<file path="config.mk">
export PLATFORM = sky130hd
export DESIGN_NAME = pseudo_softmax_stream
export DESIGN_NICKNAME = d
export VERILOG_FILES = /design/src/rtl/pseudo_softmax_pkg.sv /design/src/rtl/pseudo_softmax_stream_exp2_split.sv /design/src/rtl/pseudo_softmax_stream.sv
export SDC_FILE = /design/constraint.sdc
export NUM_CORES = 1
export LEC_CHECK = 0
export ABC_AREA = 0
export CAP_MARGIN = 20
export CORE_UTILIZATION = 45
export DETAILED_ROUTE_END_ITERATION = 6
export GPL_TIMING_DRIVEN = 0
export PLACE_DENSITY = 0.62
export SLEW_MARGIN = 20
export SYNTH_ARGS = -nofsm -noshare
export SYNTH_HDL_FRONTEND = slang
export SYNTH_SLANG_ARGS = --single-unit
export TNS_END_PERCENT = 30
</file>
<file path="constraint.sdc">
create_clock -name clk -period 4.7 [get_ports clk]
set_input_delay 0.94 -clock clk [delete_from_list [all_inputs] [get_ports clk]]
set_output_delay 0.94 -clock clk [all_outputs]
set_load 0.02 [all_outputs]
</file>
<file path="src/rtl/pseudo_softmax_pkg.sv">
// Shared types and default sizing for the pseudo-softmax streaming block.
// Latency: n/a (types and constants only).
// Backpressure: n/a.
package pseudo_softmax_pkg;

    localparam int N_MAX_DEF  = 8;
    localparam int IN_W_DEF   = 8;
    localparam int FRAC_W_DEF = 3;
    localparam int EXP_W_DEF  = 4;

    // LOAD collects a vector, EMIT streams one result per element
    typedef enum logic {
        ST_LOAD = 1'b0,
        ST_EMIT = 1'b1
    } state_t;

endpackage

</file>
<file path="src/rtl/pseudo_softmax_stream_exp2_split.sv">
// Splits a non-positive fixed-point z into 2^-exp * (1 + mant/2^FRAC_W), saturating large exponents.
// Latency: combinational, 0 cycles.
// Backpressure: none, pure function of z.
module exp2_split
    import pseudo_softmax_pkg::*;
#(
    parameter int IN_W   = IN_W_DEF,
    parameter int FRAC_W = FRAC_W_DEF,
    parameter int EXP_W  = EXP_W_DEF
) (
    input  logic signed [IN_W:0]   z,
    output logic [EXP_W-1:0]       exp,
    output logic [FRAC_W-1:0]      mant,
    output logic                   sat
);

    // Largest exponent representable on the output field
    localparam logic signed [IN_W:0] E_MAX = (IN_W+1)'((1 << EXP_W) - 1);

    logic signed [IN_W:0] sh;
    logic signed [IN_W:0] e;

    // Floor-divide z by 2^FRAC_W, negate for the exponent, clamp when it overflows
    always_comb begin
        sh   = z >>> FRAC_W;
        e    = -sh;
        exp  = e[EXP_W-1:0];
        mant = z[FRAC_W-1:0];
        sat  = 1'b0;
        if (e > E_MAX) begin
            exp  = '1;
            mant = '0;
            sat  = 1'b1;
        end
    end

endmodule

</file>
<file path="src/rtl/pseudo_softmax_stream.sv">
// Buffers a signed vector, tracks its max, then streams 2^(x_i - max) as (exp, mant) per element.
// Latency: first result valid 1 cycle after the last element is accepted; 1 result/cycle after.
// Backpressure: in_ready low while emitting; results hold while out_valid && !out_ready.
module pseudo_softmax_stream
    import pseudo_softmax_pkg::*;
#(
    parameter int N_MAX  = N_MAX_DEF,
    parameter int IN_W   = IN_W_DEF,
    parameter int FRAC_W = FRAC_W_DEF,
    parameter int EXP_W  = EXP_W_DEF
) (
    input  logic              clk,
    input  logic              rst_n,
    input  logic              in_valid,
    output logic              in_ready,
    input  logic [IN_W-1:0]   in_data,
    input  logic              in_last,
    output logic              out_valid,
    input  logic              out_ready,
    output logic [EXP_W-1:0]  out_exp,
    output logic [FRAC_W-1:0] out_mant,
    output logic              out_last,
    output logic              out_sat,
    output logic              busy
);

    localparam int CNT_W = $clog2(N_MAX + 1);
    localparam int IDX_W = (N_MAX > 1) ? $clog2(N_MAX) : 1;

    state_t                  state;
    logic [CNT_W-1:0]        count;
    logic [IDX_W-1:0]        rd_idx;
    logic signed [IN_W-1:0]  max_r;
    logic signed [IN_W-1:0]  buf_mem [N_MAX];

    logic signed [IN_W-1:0]  x_in;
    logic signed [IN_W-1:0]  max_next;
    logic signed [IN_W-1:0]  src_x;
    logic signed [IN_W-1:0]  src_max;
    logic signed [IN_W:0]    z;
    logic [IDX_W-1:0]        nxt_idx;
    logic                    accept;
    logic                    last_in;
    logic                    xfer;
    logic [EXP_W-1:0]        sp_exp;
    logic [FRAC_W-1:0]       sp_mant;
    logic                    sp_sat;

    assign x_in     = in_data;
    assign in_ready = (state == ST_LOAD);
    assign accept   = in_ready && in_valid;
    // A full buffer closes the vector regardless of in_last
    assign last_in  = in_last || (count == CNT_W'(N_MAX - 1));
    assign xfer     = out_valid && out_ready;
    assign busy     = (state != ST_LOAD) || (count != '0);

    // Running max including the element on the input port; the first element seeds it
    always_comb begin
        max_next = max_r;
        if ((count == '0) || (x_in > max_r)) begin
            max_next = x_in;
        end
    end

    // Next read index, wrapped so it never addresses past the buffer
    always_comb begin
        nxt_idx = rd_idx + IDX_W'(1);
        if (rd_idx == IDX_W'(N_MAX - 1)) begin
            nxt_idx = '0;
        end
    end

    // Operand select: element 0 against the final max when closing a vector, otherwise the next element
    always_comb begin
        src_x   = buf_mem[nxt_idx];
        src_max = max_r;
        if (state == ST_LOAD) begin
            src_x   = (count == '0) ? x_in : buf_mem[0];
            src_max = max_next;
        end
    end

    assign z = {src_x[IN_W-1], src_x} - {src_max[IN_W-1], src_max};

    exp2_split #(
        .IN_W   (IN_W),
        .FRAC_W (FRAC_W),
        .EXP_W  (EXP_W)
    ) u_exp2_split (
        .z    (z),
        .exp  (sp_exp),
        .mant (sp_mant),
        .sat  (sp_sat)
    );

    // Element storage; contents are only read after being written, so no reset
    always_ff @(posedge clk) begin
        if (accept) begin
            buf_mem[count[IDX_W-1:0]] <= x_in;
        end
    end

    // FSM, element count, running max and registered result
    always_ff @(posedge clk or negedge rst_n) begin
        if (!rst_n) begin
            state     <= ST_LOAD;
            count     <= '0;
            rd_idx    <= '0;
            max_r     <= '0;
            out_valid <= 1'b0;
            out_exp   <= '0;
            out_mant  <= '0;
            out_last  <= 1'b0;
            out_sat   <= 1'b0;
        end else begin
            case (state)
                ST_LOAD: begin
                    if (accept) begin
                        count <= count + CNT_W'(1);
                        max_r <= max_next;
                        if (last_in) begin
                            state     <= ST_EMIT;
                            rd_idx    <= '0;
                            out_valid <= 1'b1;
                            out_exp   <= sp_exp;
                            out_mant  <= sp_mant;
                            out_sat   <= sp_sat;
                            out_last  <= (count == '0);
                        end
                    end
                end
                ST_EMIT: begin
                    if (xfer) begin
                        if (out_last) begin
                            state     <= ST_LOAD;
                            count     <= '0;
                            out_valid <= 1'b0;
                        end else begin
                            rd_idx   <= nxt_idx;
                            out_exp  <= sp_exp;
                            out_mant <= sp_mant;
                            out_sat  <= sp_sat;
                            out_last <= (CNT_W'(nxt_idx) == (count - CNT_W'(1)));
                        end
                    end
                end
                default: state <= ST_LOAD;
            endcase
        end
    end

endmodule
</file>
## After elaboration in Yosys (flattened, before gate mapping)

Memories as Yosys holds them, arrays and structs flattened.
Cells that the tools add are included.

- Memories kept: 1
- Output and inout bits: 12
- Memory bits (writable): 64
- Input port bits: 13
- Register bits after elaboration: 26

Memory list:

| name | words | bits a word | rd ports | clocked after memory_dff | wr ports | line | RTL |
|---|---|---|---|---|---|---|---|
| buf_mem | 8 | 8 | 2 | 0 | 1 | pseudo_softmax_stream.sv:34 | `logic signed [IN_W-1:0] buf_mem [N_MAX];` |

- Add/subtract/negate cells: 5
- Equal/unequal tests: 8
- Bitwise logic cells: 1
- Order comparisons: 2
- Muxes and demuxes: 49
- Reduce and logical (&&, ||, !) cells: 12

Operators by type and width:

| cell | number |
|---|---|
| 2-to-1 mux 4 bit | 8 |
| 2-to-1 mux 8 bit | 4 |
| 2-to-1 mux 3 bit | 10 |
| 2-to-1 mux 1 bit | 19 |
| case mux 4 bit (2 select lines) | 2 |
| case mux 3 bit (2 select lines) | 2 |
| greater-than comparator 9 x 5 -> 1 bit (second input constant) | 1 |
| negation 6 -> 9 bit | 1 |
| subtractor 8 x 8 -> 9 bit | 1 |
| greater-than comparator 8 bit | 1 |
| case mux 1 bit (2 select lines) | 4 |
| AND reduction 4 bit | 2 |
| != test 2 x 1 -> 1 bit (second input constant) | 3 |
| AND reduction 3 bit | 2 |
| adder 4 x 1 -> 4 bit (second input constant) | 1 |
| == test 3 x 4 -> 1 bit | 1 |
| == test 4 x 3 -> 1 bit (second input constant) | 1 |
| zero test 4 bit | 1 |
| != test 2 bit (second input constant) | 2 |
| nonzero test 4 bit | 1 |
| subtractor 4 x 1 -> 4 bit (second input constant) | 1 |
| adder 3 x 1 -> 3 bit (second input constant) | 1 |
| == test 3 bit (second input constant) | 1 |
| logical OR 1 bit | 3 |
| other kinds (3) | 4 |

## Longest topological paths before layout

Gate-level depths: netlist (run 1).

- Word-level depth: 11
- Depth in mapped cells: 23
- Mapped depth without buffers: 23

## By module

Synthesis (run 1) repeated with hierarchy kept, for this count alone.

- Cell total of the unflattened synthesis: 397
- Area total of the unflattened synthesis: 4755.8 µm²

By module, submodules not included:

| module | instances | area each (µm²) | cells each |
|---|---|---|---|
| pseudo_softmax_stream | 1 | 4546.9 | 363 |
| exp2_split | 1 | 209.0 | 34 |

## Least setup slack after synthesis (run 1)

Ideal clock, no wire load.

- Path type: input port to flip-flop
- Start: in in_data[1]
- End: reg out_mant[0]
- Stages on the path: 21
- Arrival: 5.112 ns
- Path buffers: 0
- Setup slack: -0.553 ns
- Library setup time: 0.141 ns
- Cell sequence: ha_1 > nor2b_1 > o21a_1 > o21ai_1 > nand2b_1 > a31oi_1 > nor4_4 > mux2_1 > ha_1 > inv_1 > fa_1 > a21o_1 > a21oi_1 > xor2_1 > ha_1 > or4b_1 > nand3_1 > a211oi_1 > or4_4 > o2111ai_2 > o22ai_1

- Cells in the longest elaborated chain, start to end: 11
- Elaborated cells between the ends (all ways): 15
- Classes of those cells: add/sub (2); order compare (2); mux (10); reduce/logical (1)

Ends and longest elaborated chain:

| what | line | RTL |
|---|---|---|
| from (decl) | pseudo_softmax_stream.sv:16 | `input logic [IN_W-1:0] in_data,` |
| greater-than comparator 8 bit | pseudo_softmax_stream.sv:60 | `if ((count == '0) \|\| (x_in > max_r)) begin` |
| logical OR 1 bit | pseudo_softmax_stream.sv:60 |  |
| 2-to-1 mux 8 bit | pseudo_softmax_stream.sv:60 |  |
| 2-to-1 mux 8 bit | pseudo_softmax_stream.sv:77 | `if (state == ST_LOAD) begin` |
| subtractor 8 x 8 -> 9 bit (*) | pseudo_softmax_stream.sv:83 | `assign z = {src_x[IN_W-1], src_x} - {src_max[IN_W-1], src_max};` |
| negation 6 -> 9 bit | pseudo_softmax_stream_exp2_split.sv:26 | `e = -sh;` |
| greater-than comparator 9 x 5 -> 1 bit | pseudo_softmax_stream_exp2_split.sv:30 | `if (e > E_MAX) begin` |
| 2-to-1 mux 3 bit (*) | pseudo_softmax_stream_exp2_split.sv:30 |  |
| 2-to-1 mux 3 bit, on equally long branches | pseudo_softmax_stream.sv:134, pseudo_softmax_stream.sv:121 |  |
| 2-to-1 mux 3 bit, on equally long branches | pseudo_softmax_stream.sv:133, pseudo_softmax_stream.sv:118 |  |
| case mux 3 bit (2 select lines) (*) | pseudo_softmax_stream.sv:116 | `case (state)` |
| to (signal assigned) | pseudo_softmax_stream.sv:126 | `out_mant <= sp_mant;` |
| to (signal assigned) | pseudo_softmax_stream.sv:141 | `out_mant <= sp_mant;` |
| to (decl) | pseudo_softmax_stream.sv:21 | `output logic [FRAC_W-1:0] out_mant,` |

Every way passes the cells marked *; elsewhere a longest branch is shown, timed or not. The select of a mux whose other input is x is not followed.
A chain may end at the register's enable or synchronous reset.

## Final worst setup path (run 1)

- Start: in in_data[1]
- End: reg out_mant[1]

Same word-level chain as after synthesis.

==> results of run 1 <==
==> layout make-up <==
class,instances,share of cell area [%]
buffer,15,1.43
sequential,90,45.2
clock buffer,12,2.55
inverter,23,1.52
clock inverter,4,0.461
tap,136,2.99
multi-input combinational,235,39.7
timing repair buffer,42,6.11
==> repair_timing <==
action                                  in CTS  in global routing
pin swaps                                   14                  9
gates cloned                                 0                  0
hold endpoints to repair                     0                  0
setup buffers                               15                  2
endpoints found under the setup margin       8                  8
gates resized for setup                     64                 16
==> worst register-to-register path: cells and delay by family (launching register included) <==
family                     cells  cell delay [ps]
xor gates and xnor gates       1              170
and+or+nand+nor                7             1800
adders and majority gates      3              760
DFF                            1              420
buffers and inverters          4              610
muxes                          1              180
AOI/OAI and AO/OA              5              790
==> kinds of logic (layout without fill, tap and decap cells) <==
| kind of cell | count (synthesis) | after routing | synth area share, % |
|---|---|---|---|
| DFF | 90 | 90 | 54.0 |
| and+or+nand+nor | 87 | 87 | 10.2 |
| AOI/OAI and AO/OA | 69 | 69 | 10.1 |
| muxes | 42 | 42 | 13.3 |
| buffers and inverters | 40 | 96 | 3.47 |
| adders and majority gates | 25 | 25 | 6.72 |
| xor gates and xnor gates | 12 | 12 | 2.21 |
==> sequential cells by signal (all words and copies together), names as in the netlist <==
signal,flops
out_mant,3
out_valid,1
buf_mem,64
max_r,8
out_sat,1
state,1
out_exp,4
out_last,1
rd_idx,3
count,4
==> cell usage after synthesis, types with 5 or more instances <==
master	number	share of area, %
xnor2_1	8	1.5
o21a_1	5	0.79
nand2_1	18	1.4
ha_1	24	6.3
o21ai_0	8	0.84
edfxtp_1	64	40
nand3_1	12	1.3
mux2i_1	16	3.4
buf_2	6	0.63
dfrtp_1	26	14
a211oi_1	10	1.6
nor2b_1	12	1.6
nor2_1	15	1.2
mux2_1	9	2.1
nor3_1	8	0.84
clkbuf_1	9	0.71
nand4_1	5	0.66
inv_1	22	1.7
a21oi_1	18	1.9
mux4_2	16	7.6
==> stage by stage <==
step / TNS (ps) / hold WS (ps) / worst slack [ps]
CTS: -1320 / 513 / -210
detailed placement: -14230 / 495 / -1840
floorplan: -3680 / 486 / -521
global route: -3200 / 537 / -466
global placement: -13460 / 476 / -1740
finish: -1690 / 501 / -271
==> worst max path at each step <==
stage / end / slack (ps) / cells after the start
floorplan: out_mant[0] / -520 / 21
global placement: out_mant[0] / -1740 / 22
detailed placement: out_mant[2] / -1840 / 22
CTS: out_exp[0] / -210 / 23
global route: out_mant[1] / -470 / 23
finish: out_mant[1] / -270 / 23
==> layer usage <==
metal	GRT usage, %	vias to the layer above	wire, um
met5	0	-	0
met4	5.33	0	141
met3	4.37	16	433
met2	31.9	90	4860
met1	27.7	1533	4630
li1	-	1489	-
==> impl_metrics.ini, run 1 <==
[outcome]
status = complete, but fails checks
violations = negative setup slack

[route]
wl_per_cell_um = 18.1
drc = 0
ant_nets = 0
wl_um = 10100
dr_total_vias = 3128
vias_per_cell = 5.62
drt-initial-drc-count = 160
drt_pass1_iterations = 5

[logic_synthesis]
syn_inst = 365
synthFlopType = edfxtp_1
ys.warnings.count = 0
synthArstFlopShare_pct = 28.9
syn_area_per_cell_um2 = 13.1
netlist_area_um2 = 4760
yosys.cell_types.count = 52
seq_area_frac_synth_pct = 54.0
synth_edf_count = 64
ys_ff_latch = 90
syn_nets = 403

[worst_setup_path]
rrSetupSlack_ps = -170
critPathTopFamily = simple AND/OR/NAND/NOR gates
path_class = in2reg
cp-end-kind = register
r2r-end = out_mant[1]
arrival_ps = 5200
timing.rr.start = count[0]
slowest_delay_ps = 540
cp.required_ps = 4930
crit_chain = buf_12, ha_4, nor2b_1, o21a_1, o21ai_2, nand2b_1, a31oi_4, nor4_4, buf_4, mux2_4, ha_4, inv_2, fa_2, a21o_1, a21oi_2, xor2_2, ha_2, or4b_1, nand3_2, a211oi_2, or4_4, o2111ai_4, o22ai_1
r2r_cells = 21
startpoint = in_data[1]
cpMostUsedCell = ha_4
critPathMaxFanout = 12
path_buf_inv = 3
crit_path_start_kind = input port
slowest_stage = or4_4

[floorplanning]
initial_utilization_pct = 46.3
fp.dieArea_um2 = 11000
design.core.area_um2 = 10300
fp.dieW_um = 105
rows = 37
io_pins = 25
die_y_um = 105

[sta]
hold_viol = 0
slew_viol_final = 0
finalSetupViolCount = 7
fin_crit_sh_pct = 106
max_slew_margin_pct = 39.3
setup_ws_ps = -271
fmax_ghz = 0.201
rsz0062_at_grt = true
worstMarginPinSlew_ps = 907
fin_skew_ps = 12.6
fin_crit_ps = 4970

[global_route]
grt_pass1_wl_um = 16700
grt_overflow = 0
grt_usage_pct = 20.0
antenna_found_initial = 0
grt_pass1_vias = 3082
grt_max_degree = 27

[cells_and_area]
mostFrequentLayoutCells = 64 x edfxtp_1, 24 x dfrtp_1, 20 x inv_1
syn2layout_area_growth_pct = 19.5
n_antenna_cell = 0
final_common_cell = edfxtp_1
design_area_um2 = 5690
fillerInstances = 893
regArea_um2 = 2570
final_cell_count_no_fill = 557
utilization_pct = 55.4
drive_above_1_share_pct = 27.1
multiInputGateArea_um2 = 2260
fin_nets = 454

[clocking]
htree_levels = 3
cts_hold_buf = 0
cts_root_buf = clkbuf_8
clk_pin_slew_worst_paths_ps = 80
cts_buffers = 9
clock-sinks = 90
cts_tree = yes
cts_buffer_depth = 2
clock_latency_ps = 360

[min_path]
hp-start = out_sat
hold_depth = 1
min_to = out_sat
hold_class = reg2reg

[placed_design]
dp_cells = 526
numPortBuffers = 24
globalplace.congestion = 0.807
placed_area_um2 = 5270
place_hpwl_um = 6980

[flow_run]
cap_viol_max_count = 0
Power of run 1 is not shown: default switching activity piles up to over one toggle a cycle in this logic, so the estimate is an artifact.
==> run 2, diff against run 1 <==
--- a/config.mk
+++ b/config.mk
@@ -9,8 +9,8 @@
 export CAP_MARGIN = 20
 export CORE_UTILIZATION = 45
 export DETAILED_ROUTE_END_ITERATION = 6
-export GPL_TIMING_DRIVEN = 0
-export PLACE_DENSITY = 0.62
+export PLACE_DENSITY = 0.6
+export SETUP_SLACK_MARGIN = 0.2
 export SLEW_MARGIN = 20
 export SYNTH_ARGS = -nofsm -noshare
 export SYNTH_HDL_FRONTEND = slang
==> constraint.sdc (replaced) <==
create_clock -name clk -period 4.97 [get_ports clk]
set_input_delay 0.994 -clock clk [delete_from_list [all_inputs] [get_ports clk]]
set_output_delay 0.994 -clock clk [all_outputs]
set_load 0.02 [all_outputs]
==> run 2 against run 1 <==
- the run now ends clean
- sequential share of layout area is 2.5 points lower
- via count increased by 4.0%
- die area unchanged
- non-clock buffer count grew 33
- clock skew is 6.3 ps lower
- cell count grew 5.7%
- critical path type unchanged
==> impl_metrics.ini, run 2 (synthesis gave the netlist of run 1 again) <==
[sta]
max_slew_margin_pct = 35.5
fin_skew_ps = 6.34
fin_crit_ps = 4700
setup_ws_ps = 270
worstMarginPinSlew_ps = 963
slew_viol_final = 0
fin_crit_sh_pct = 94.6
hold_viol = 0
rsz0062_at_grt = true
finalSetupViolCount = 0
fmax_ghz = 0.213

[placed_design]
dp_cells = 567
numPortBuffers = 24
globalplace.congestion = 0.818
place_hpwl_um = 7890
pre_cts_ws_ps = -786

[min_path]
hold_class = reg2reg
hp-start = out_exp[0]

[outcome]
status = finished clean

[worst_setup_path]
startpoint = in_data[7]
timing.rr.start = rd_idx[0]
critPathTopFamily = simple AND/OR/NAND/NOR gates
cp.required_ps = 5270
crit_path_start_kind = input port
arrival_ps = 5000
path_buf_inv = 3
path_class = in2reg
cp-end-kind = register
slowest_stage = or4b_4
critPathMaxFanout = 7
crit_chain = buf_2, ha_4, inv_2, nor4_2, nand2_1, a31oi_4, nor4_4, mux2_4, ha_4, inv_2, fa_2, a21o_1, a21oi_2, xor2_2, ha_2, or4b_4, nand3_2, a211oi_2, or4_4, o2111ai_4, o22a_1
slowest_delay_ps = 470

[floorplanning]
design.core.area_um2 = 10300
fp.dieArea_um2 = 11000
initial_utilization_pct = 46.3
fp.dieW_um = 105
rows = 37
io_pins = 25
die_y_um = 105

[clocking]
cts_hold_buf = 0
htree_levels = 3
clock-sinks = 90
cts_buffers = 9
clk_pin_slew_worst_paths_ps = 90
cts_buffer_depth = 2
cts_root_buf = clkbuf_8
clock_latency_ps = 360
cts_tree = yes

[route]
wl_met2_um = 5450
drc = 0
ant_nets = 0
wl_per_cell_um = 18.9
vias_per_cell = 5.52
dr_wl_met3_um = 434
drt-initial-drc-count = 170
route.top_layer_used = met4
drt_pass1_iterations = 5
wl_um = 11100
wl_met1_um = 5040
dr_total_vias = 3253

[global_route]
grt_pass1_vias = 3386
antenna_found_initial = 0
grt_usage_pct = 22.0
grt_pass1_wl_um = 18100
grt_max_degree = 27
grt_overflow = 0

[cells_and_area]
utilization_pct = 58.6
mostFrequentLayoutCells = 65 x buf_4, 64 x edfxtp_1, 26 x dfrtp_1
final_common_cell = buf_4
drive_above_1_share_pct = 34.0
largest_reg_flops = 64
final_cell_count_no_fill = 589
syn2layout_area_growth_pct = 26.5
n_antenna_cell = 0
fin_nets = 487

[flow_run]
cap_viol_max_count = 0
==> run 2: cell count changes in the layout (fill, tap and decap cells not counted), moves of 2 or more <==
| cell | before | now |
|---|---|---|
| a21oi_2 | 1 | 3 |
| buf_2 | 12 | 2 |
| buf_4 | 17 | 65 |
| clkbuf_1 | 7 | 0 |
| clkbuf_2 | 3 | 1 |
| clkbuf_4 | 2 | 0 |
| clkdlybuf4s15_2 | 0 | 4 |
| dfrtp_1 | 24 | 26 |
| dfrtp_2 | 2 | 0 |
| inv_6 | 1 | 3 |
| nor2_1 | 14 | 12 |
| nor2_2 | 1 | 3 |
==> run 2: routing by layer <==
metal  up-vias  global-route usage (%)
met1      1613                    30.0
li1       1547                       -
met5         -                       0
met4         0                    7.95
met3        14                    3.49
met2        79                    35.7
==> run 2: layout make-up <==
class	instances	area, um2
tap	136	170
multi-input combinational	235	2260
clock buffer	9	124
sequential	90	2570
clock inverter	6	72.6
inverter	23	86.3
fill	873	4250
timing repair buffer	90	734
==> run 2: timing repair <==
action,4_1_cts,5_1_grt
pin swaps,28,8
setup endpoints to repair,8,8
setup buffers,4,3
resized for setup,44,12
==> run 2: worst reg2reg max path: cells and delay by family (launching register included) <==
kind,cells,cell delay (ps)
AND/OR/NAND/NOR,4,1140
adder cells (fa/ha/maj),5,1060
AO/OA/AOI/OAI,6,870
multiplexers,2,790
flip-flops,1,390
XOR/XNOR,1,190
buffers and inverters,2,170
==> run 2: worst paths after layout <==
path                              end  slack [ps]  cells past startpoint
setup / recovery           out_exp[2]         270                     21
hold / removal             out_exp[0]         510                      1
setup reg to reg           out_exp[2]         310                     20
hold reg to reg            out_exp[0]         510                      1
max in group asynchronous    count[0]        3700                      2
min in group asynchronous   rd_idx[1]        1010                      2
==> run 2: metrics by stage <==
step | hold WS (ps) | cell area [um2] | TNS (ps)
after CTS | 502 | 5950 | 0
after detailed placement | 481 | 5640 | -5950
final | 513 | 6020 | 0
after global placement | 477 | 5630 | -5030
after floorplan | 486 | 4820 | -2100
after global routing | 553 | 6020 | 0
Power of run 2 is left out for the same reason.
==> run 3, diff against run 2 <==
--- a/config.mk
+++ b/config.mk
@@ -9,7 +9,9 @@
 export CAP_MARGIN = 20
 export CORE_UTILIZATION = 45
 export DETAILED_ROUTE_END_ITERATION = 6
-export PLACE_DENSITY = 0.6
+export DONT_BUFFER_PORTS = 1
+export GPL_ROUTABILITY_DRIVEN = 0
+export PLACE_DENSITY = 0.57
 export SETUP_SLACK_MARGIN = 0.2
 export SLEW_MARGIN = 20
 export SYNTH_ARGS = -nofsm -noshare
==> run 3 against run 2 <==
- global-route usage shrank 1.7 points
- clock skew rose by 9.5 ps
- worst hold slack got worse by 190 ps
- cell area decreased by 8.3%
- setup slack lost 110 ps
- utilization decreased by 4.9 points
- routed wire length fell by 5.2%
- first-iteration DRC count down 24%
- critical path depth decreased by 2
- register-to-register slack got worse by 150 ps
- via count fell by 5.7%
- non-clock buffer count decreased by 50
- critical path type is now reg2reg
==> impl_metrics.ini, run 3 (synthesis gave the netlist of run 1 again) <==
[sta]
fin_skew_ps = 15.8
slew_viol_final = 0
rsz0062_at_grt = true
setup_ws_ps = 158
finalSetupViolCount = 0
whs_ps = 321
fin_crit_sh_pct = 96.8
fmax_ghz = 0.208
worstMarginPinSlew_ps = 993
max_slew_margin_pct = 33.5
fin_crit_ps = 4810
hold_viol = 0

[clocking]
htree_levels = 3
clk_pin_slew_worst_paths_ps = 100
cts_tree = yes
cts_root_buf = clkbuf_8
cts_buffer_depth = 2
cts_buffers = 9
clock-sinks = 90
clock_latency_ps = 360
cts_hold_buf = 0

[cells_and_area]
n_antenna_cell = 0
fillerInstances = 893
utilization_pct = 53.7
fin_nets = 437
final_common_cell = edfxtp_1
largest_reg_flops = 64
syn2layout_area_growth_pct = 15.9
mostFrequentLayoutCells = 64 x edfxtp_1, 39 x buf_4, 26 x dfrtp_1
final_cell_count_no_fill = 540
drive_above_1_share_pct = 27.0

[route]
ant_nets = 0
vias_per_cell = 5.68
wl_um = 10500
wl_per_cell_um = 19.5
drt_pass1_iterations = 4
dr_total_vias = 3068
drc = 0
drt-initial-drc-count = 129

[outcome]
status = finished clean

[flow_run]
cap_viol_max_count = 0

[worst_setup_path]
crit_path_start_kind = register
cp-end-kind = register
r2r-end = out_mant[1]
rrSetupSlack_ps = 160
cp.required_ps = 5200
critPathMaxFanout = 7
path_class = reg2reg
r2r_cells = 19
arrival_ps = 5040
timing.rr.start = rd_idx[1]

[global_route]
grt_pass1_vias = 2985
grt_usage_pct = 20.3
antenna_found_initial = 0
grt_max_degree = 27
grt_overflow = 0
grt_pass1_wl_um = 16500

[floorplanning]
fp.dieW_um = 105
design.core.area_um2 = 10300
rows = 37
fp.dieArea_um2 = 11000
initial_utilization_pct = 46.3
die_y_um = 105
io_pins = 25

[min_path]
hold_class = in2async

[placed_design]
dp_cells = 516
numPortBuffers = 0
pre_cts_ws_ps = -187
place_hpwl_um = 7400
## run 3: cell count changes in the layout (fill, tap and decap cells not counted), sizes merged
cell,change
buf,-29
clkdlybuf4s50,-16
bufinv,-1
inv,-1
clkdlybuf4s15,-4
clkinvlp,+2
## run 3: cell type report
cell class | count | area [um2] | share of cell area, %
multi-input combinational | 235 | 2190 | 39.7
timing repair buffer | 40 | 304 | 5.51
inverter | 23 | 86.3 | 1.56
clock buffer | 10 | 138 | 2.49
sequential | 90 | 2570 | 46.6
clock inverter | 6 | 57.6 | 1.04
tap | 136 | 170 | 3.08
## run 3: worst max path at each step
| stage | slack (ps) | endpoint | depth (start not counted) | from |
|---|---|---|---|---|
| CTS | 200 | out_mant[0] | 19 | rd_idx[0] |
| finish | 160 | out_mant[1] | 19 | rd_idx[1] |
| global route | -40 | out_mant[1] | 19 | rd_idx[1] |
| detailed placement | -190 | out_mant[0] | 20 | in_data[1] |
| floorplan | -310 | out_mant[0] | 21 | in_data[1] |
| global placement | -110 | out_mant[2] | 20 | in_data[1] |
## run 3: repair_timing
action                                  4_1_cts  5_1_grt
setup buffers                                 5        3
resized for setup                             6       11
pin swaps                                     6       15
endpoints found under the setup margin        8        8
endpoints found under the hold margin         0        0
## run 3: layer usage
layer	track usage (%)	vias up	wire [um]
met5	0	-	0
met1	29.2	1536	5030
met2	31.8	61	4990
li1	-	1463	-
met3	3.43	8	422
met4	5.73	0	96
## run 3: metrics by stage
stage | setup TNS, ps | instance area [um2]
finish | 0 | 5520
global route | -95.3 | 5520
CTS | 0 | 5440
detailed placement | -1230 | 5180
global placement | -741 | 5180
floorplan | -2100 | 4820
## run 3: worst max-delay path, stage by stage (launching register included)
cell,delay [ps]
dfrtp_1,410
ha_2,200
ha_4,160
nor2_4,180
mux4_2,540
mux2_4,290
a21oi_4,190
ha_4,150
inv_2,30
fa_2,330
a21o_1,210
a21oi_2,140
xor2_1,220
ha_2,230
or4b_4,460
nand3_2,80
a211oi_2,40
or4_4,540
o2111ai_4,160
o22ai_1,130
Power of run 3 is left out for the same reason.
